File: config.mk
export PLATFORM = sky130hd
export DESIGN_NAME = axis_addr_gen_2d
export DESIGN_NICKNAME = d
export VERILOG_FILES = /design/src/rtl/axis_addr_gen_2d.sv
export SDC_FILE = /design/constraint.sdc
export NUM_CORES = 1
export LEC_CHECK = 0
export ABC_AREA = 1
export BUFFER_PORTS_ARGS = -buffer_cell sky130_fd_sc_hd__buf_2
export CAP_MARGIN = 25
export CORE_UTILIZATION = 45
export CTS_CLUSTER_SIZE = 28
export DETAILED_ROUTE_END_ITERATION = 7
export PLACE_DENSITY = 0.7
export SLEW_MARGIN = 25
export SYNTH_ARGS = -nofsm -noshare
export SYNTH_HDL_FRONTEND = slang
export SYNTH_SLANG_ARGS = --single-unit
File: constraint.sdc
create_clock -name aclk -period 4.65 [get_ports aclk]
set_clock_uncertainty 0.1 [all_clocks]
set_input_delay 0.2325 -clock aclk [delete_from_list [all_inputs] [get_ports aclk]]
set_output_delay 0.2325 -clock aclk [all_outputs]
set_load 0.01 [all_outputs]
File: src/rtl/axis_addr_gen_2d.sv
// axis_addr_gen_2d: two-level (row/column) strided BRAM address generator with
// optional circular-region wrap, valid/ready output, last flags, abort and done.
module axis_addr_gen_2d #(
  parameter int unsigned ADDR_W = 16,
  parameter int unsigned CNT_W  = 16
) (
  input  logic              aclk,
  input  logic              areset,
  input  logic              cfg_start,
  input  logic              cfg_abort,
  input  logic [ADDR_W-1:0] cfg_base,
  input  logic [CNT_W-1:0]  cfg_inner_len,
  input  logic [ADDR_W-1:0] cfg_inner_stride,
  input  logic [CNT_W-1:0]  cfg_outer_len,
  input  logic [ADDR_W-1:0] cfg_outer_stride,
  input  logic              cfg_wrap_en,
  input  logic [ADDR_W-1:0] cfg_wrap_top,
  output logic [ADDR_W-1:0] addr,
  output logic              addr_valid,
  input  logic              addr_ready,
  output logic              addr_last_row,
  output logic              addr_last,
  output logic              busy,
  output logic              done
);

  localparam int unsigned SUM_W = ADDR_W + 1;

  typedef enum logic {
    IDLE = 1'b0,
    RUN  = 1'b1
  } state_t;

  state_t state, state_n;

  // Configuration captured at start so the run is immune to later cfg_* changes
  logic [ADDR_W-1:0] base_q;
  logic [ADDR_W-1:0] inner_stride_q;
  logic [ADDR_W-1:0] outer_stride_q;
  logic [ADDR_W-1:0] wrap_top_q;
  logic [CNT_W-1:0]  inner_len_q;
  logic [CNT_W-1:0]  outer_len_q;
  logic              wrap_en_q;

  // Walk position
  logic [CNT_W-1:0]  inner_idx, inner_idx_n;
  logic [CNT_W-1:0]  outer_idx, outer_idx_n;
  logic [ADDR_W-1:0] row_start, row_start_n;

  // Next values of the registered outputs
  logic [ADDR_W-1:0] addr_n;
  logic              valid_n;
  logic              last_row_n;
  logic              last_n;
  logic              busy_n;
  logic              done_n;

  logic              cfg_load;
  logic [CNT_W-1:0]  len_inner;
  logic [CNT_W-1:0]  len_outer;
  logic [ADDR_W-1:0] inner_next;
  logic [ADDR_W-1:0] row_next;

  // Step an address; with wrap enabled the sum is folded back into [base, top]
  function automatic logic [ADDR_W-1:0] wrap_add(
    input logic [ADDR_W-1:0] a,
    input logic [ADDR_W-1:0] inc,
    input logic [ADDR_W-1:0] base,
    input logic [ADDR_W-1:0] top,
    input logic              wen
  );
    logic [SUM_W-1:0] sum;
    logic [SUM_W-1:0] span;
    sum  = {1'b0, a} + {1'b0, inc};
    span = {1'b0, top} - {1'b0, base} + SUM_W'(1);
    if (wen && (sum > {1'b0, top})) begin
      sum = sum - span;
    end
    return sum[ADDR_W-1:0];
  endfunction

  assign inner_next = wrap_add(addr, inner_stride_q, base_q, wrap_top_q, wrap_en_q);
  assign row_next   = wrap_add(row_start, outer_stride_q, base_q, wrap_top_q, wrap_en_q);

  // State, position, output and config registers
  always_ff @(posedge aclk) begin
    if (areset) begin
      state          <= IDLE;
      addr           <= '0;
      addr_valid     <= 1'b0;
      addr_last_row  <= 1'b0;
      addr_last      <= 1'b0;
      busy           <= 1'b0;
      done           <= 1'b0;
      inner_idx      <= '0;
      outer_idx      <= '0;
      row_start      <= '0;
      base_q         <= '0;
      inner_stride_q <= '0;
      outer_stride_q <= '0;
      wrap_top_q     <= '0;
      inner_len_q    <= '0;
      outer_len_q    <= '0;
      wrap_en_q      <= 1'b0;
    end else begin
      state         <= state_n;
      addr          <= addr_n;
      addr_valid    <= valid_n;
      addr_last_row <= last_row_n;
      addr_last     <= last_n;
      busy          <= busy_n;
      done          <= done_n;
      inner_idx     <= inner_idx_n;
      outer_idx     <= outer_idx_n;
      row_start     <= row_start_n;
      if (cfg_load) begin
        base_q         <= cfg_base;
        inner_stride_q <= cfg_inner_stride;
        outer_stride_q <= cfg_outer_stride;
        wrap_top_q     <= cfg_wrap_top;
        inner_len_q    <= cfg_inner_len;
        outer_len_q    <= cfg_outer_len;
        wrap_en_q      <= cfg_wrap_en;
      end
    end
  end

  // Next-state, next-address and flag computation
  always_comb begin
    state_n     = state;
    addr_n      = addr;
    valid_n     = addr_valid;
    busy_n      = busy;
    done_n      = 1'b0;
    row_start_n = row_start;
    inner_idx_n = inner_idx;
    outer_idx_n = outer_idx;
    cfg_load    = 1'b0;
    len_inner   = inner_len_q;
    len_outer   = outer_len_q;
    last_row_n  = 1'b0;
    last_n      = 1'b0;

    case (state)
      IDLE: begin
        if (cfg_start && !cfg_abort) begin
          if ((cfg_inner_len != '0) && (cfg_outer_len != '0)) begin
            cfg_load    = 1'b1;
            state_n     = RUN;
            addr_n      = cfg_base;
            row_start_n = cfg_base;
            inner_idx_n = '0;
            outer_idx_n = '0;
            valid_n     = 1'b1;
            busy_n      = 1'b1;
            len_inner   = cfg_inner_len;
            len_outer   = cfg_outer_len;
          end else begin
            done_n = 1'b1;
          end
        end
      end
      RUN: begin
        if (cfg_abort) begin
          state_n = IDLE;
          valid_n = 1'b0;
          busy_n  = 1'b0;
        end else if (addr_valid && addr_ready) begin
          if (addr_last) begin
            state_n = IDLE;
            valid_n = 1'b0;
            busy_n  = 1'b0;
            done_n  = 1'b1;
          end else if (addr_last_row) begin
            row_start_n = row_next;
            addr_n      = row_next;
            inner_idx_n = '0;
            outer_idx_n = outer_idx + CNT_W'(1);
          end else begin
            addr_n      = inner_next;
            inner_idx_n = inner_idx + CNT_W'(1);
          end
        end
      end
      default: begin
        state_n = IDLE;
        valid_n = 1'b0;
        busy_n  = 1'b0;
      end
    endcase

    if (valid_n) begin
      last_row_n = (inner_idx_n == (len_inner - CNT_W'(1)));
      last_n     = last_row_n && (outer_idx_n == (len_outer - CNT_W'(1)));
    end
  end

endmodule

==> flow_metrics.py <==
metrics = {
    "sta": {
        "fin_crit_sh_pct": 93.9,
        "holdWs_ps": 6.32,
        "rsz0062_at_grt": "true",
        "slew_headroom_pct": 34.3,
        "drv_slew": 0,
        "worstMarginPinSlew_ps": 986,
        "fmaxAchievable_mhz": 229,
        "setup-violations-final": 0,
        "timing.final.hold_violations": 0,
        "tns_ps": 0,
        "fin_crit_ps": 4360,
        "setup_ws_ps": 285,
    },
    "pwr": {
        "total_power_mw": 5.20,
        "p_leak_nw": 7.75,
        "ir_drop_uv": 320,
        "p_per_area_nw_per_um2": 331,
    },
    "place": {
        "dp_slack_ps": 109,
        "dp.final_hpwl_um": 32800,
        "gp_congestion": 0.928,
        "placed_area_um2": 14500,
        "place_inst": 2590,
        "io_buffer_count": 122,
    },
    "critical_path": {
        "critPathLaunchType": "flop",
        "crit_chain": "ha_1 -> fa_1 -> nand3_1 -> nand3_1 -> nand2_1 -> nand2_1 -> a21oi_1 -> o21ai_0 -> xor2_1 -> ha_1 -> inv_1 -> nor3_1 -> a211oi_1 -> nor2_1 -> nor2_1 -> nand3_1 -> nand3_4 -> inv_1 -> nand2_1 -> nand3_1 -> nand3_1 -> nand3_1 -> inv_1",
        "r2r_end": "addr[0]",
        "cp.arrival_ps": 4670,
        "critPathTopFamily": "simple AND/OR/NAND/NOR gates",
        "r2r-start": "outer_stride_q[0]",
        "crit_path_top_delay_cell": "fa_1",
        "required_ps": 4950,
        "crit_path_max_incr_delay_ps": 400,
        "r2r_cells": 23,
        "criticalPathCategory": "reg -> reg",
        "path_buf_inv": 3,
        "cp_max_fo": 26,
        "regToRegSetupSlack_ps": 290,
        "cp-end-kind": "flop",
        "cp_common_cell": "nand3_1",
    },
    "synthesis": {
        "async_flop_share_pct": 0,
        "synthXorXnorAreaFrac_pct": 5.20,
        "ys.warnings.count": 0,
        "ys_dominant_reg_cell": "dfxtp_1",
        "synth-seq-area-share_pct": 24.6,
        "synthAdderAreaFrac_pct": 12.4,
        "ys_types": 48,
        "synth.top_cell.area_share_pct": 24.6,
        "synth_largest_area_cell": "dfxtp_1",
        "avgSynthCellArea_um2": 6.39,
        "synth_top_family_by_area": "simple AND/OR/NAND/NOR gates",
        "synth_compound_area_share_pct": 15.5,
        "yosys_register_bits": 167,
        "syn_area_um2": 13600,
        "netlist_instances": 2124,
        "yosys-top-cells-area": "dfxtp_1, nand2_1, ha_1, a21oi_1, inv_1",
        "synth-edff-count": 0,
        "syn-num-nets": 2358,
        "synth-simple-area-share_pct": 32.4,
        "synth_mux_area_share_pct": 0.295,
    },
    "floorplan": {
        "die_h_um": 176,
        "io_pins": 123,
        "fp.dieArea_um2": 30900,
        "fp.coreArea_um2": 29600,
        "start_util_pct": 45.8,
        "rows": 63,
        "die_width_um": 176,
    },
    "cells_and_area": {
        "area_delta_synth_final_pct": 15.8,
        "fin_cells": 2679,
        "final_util_pct": 53.0,
        "finalNetCount": 2508,
        "layout_commonest_cell": "nand2_1",
        "final_area_um2": 15700,
        "drive_above_1_share_pct": 9.93,
        "final_cell_mix": "nand2_1, inv_1, a21oi_1, nor2_1, dfxtp_1",
    },
    "clock_tree": {
        "htreeDepth": 4,
        "clock_path_buffers": 2,
        "cts_tree": "yes",
        "clock_sinks": 167,
        "clock_latency_ps": 450,
        "clock-root-buffer": "clkbuf_16",
        "clk_pin_slew_ps": 80,
        "cts_buffers": 17,
    },
    "detailed_routing": {
        "wl_um": 42500,
        "drc_errors": 0,
        "drt_iter0_drc": 861,
        "via_count": 14433,
        "wl_met3_um": 1830,
        "drt-wirelength-per-cell_um": 15.9,
        "wl_met2_um": 20400,
        "via_per_inst": 5.39,
        "ant_nets": 0,
        "wl_met1_um": 18700,
        "dr.pass1.iters": 6,
        "top_layer": "met4",
    },
    "global_routing": {
        "gr-usage-all-layers_pct": 27.6,
        "gr-total-overflow": 0,
        "grt_pass1_wl_um": 67500,
        "grt_max_degree": 86,
        "first_global_vias": 13675,
        "grt_antenna_before_repair": 2,
    },
    "min_path": {
        "whs_endpoint": "wrap_top_q[15]",
        "worstHoldPathCells": 3,
        "hold_start": "cfg_wrap_top[15]",
        "hp-class": "in -> reg",
    },
    "status": {
        "status": "finished clean",
    },
    "job": {
        "maxCapViolations": 0,
    },
}
[report_power, final]
part           internal [mW]  leakage (nW)  switching, mW
clock network          0.795         0.296          0.701
logic                  0.806          6.09           1.35
registers               1.50          1.36         0.0454
total                   3.10          7.75           2.09
[layer usage]
| metal | vias to the layer above | global-route usage [%] |
|---|---|---|
| met5 | - | 0 |
| met4 | 0 | 12.5 |
| met3 | 82 | 3.12 |
| met2 | 377 | 48.5 |
| met1 | 6637 | 33.5 |
| li1 | 7337 | - |
[Yosys cell counts (12+ instances only)]
cell type	instances
o21ai_1	12
nor2_1	182
o21ai_0	105
ha_1	127
nor3_1	22
nand4_1	54
dfxtp_1	167
xnor2_1	30
clkbuf_1	40
inv_1	255
nand2_1	558
buf_2	13
nand3_1	160
xor2_1	48
a21oi_1	203
[state kept, by name (all words and copies together) (netlist names), 16 cells and up]
| name | count |
|---|---|
| addr | 16 |
| base_q | 16 |
| inner_idx | 16 |
| inner_len_q | 16 |
| inner_stride_q | 16 |
| outer_idx | 16 |
| outer_len_q | 16 |
| outer_stride_q | 16 |
| row_start | 16 |
| wrap_top_q | 16 |
[kinds of logic after synthesis]
family | count (synthesis)
and+or+nand+nor | 1025
AOI/OAI and AO/OA | 387
buffers and inverters | 330
DFF | 167
adders and majority gates | 132
xor gates and xnor gates | 79
muxes | 4
[tightest hold or removal path: cells and delay by family]
family	cells	cell delay (ps)
compound gates	2	210
buf+inv	1	70
[cell type report]
cell class	instances	area (um2)
Multi-Input combinational cell	1627	8980
Clock buffer	19	453
Antenna cell	2	5.00
Clock inverter	13	151
Timing Repair Buffer	196	1300
Sequential cell	167	3340
Inverter	265	995
Tap cell	390	488
Fill cell	3054	13900
[how the worst max path moves through the flow]
| stage | startpoint | endpoint | slack [ps] | cells past startpoint |
|---|---|---|---|---|
| floorplan | base_q[3] | addr[15] | 810 | 30 |
| global placement | base_q[3] | addr[15] | 240 | 27 |
| detailed placement | base_q[3] | addr[15] | 110 | 27 |
| CTS | base_q[3] | addr[15] | 70 | 27 |
| global route | base_q[7] | addr[15] | -70 | 29 |
| finish | outer_stride_q[0] | addr[0] | 290 | 23 |
[timing repair]
item                                    CTS  global route
buffers inserted                          0             2
hold buffers                             53             0
gates resized for setup                   0            15
endpoints found under the setup margin    0            25
hold endpoints to repair                 53             0
Note: power is estimated with default switching activity, not from simulation.
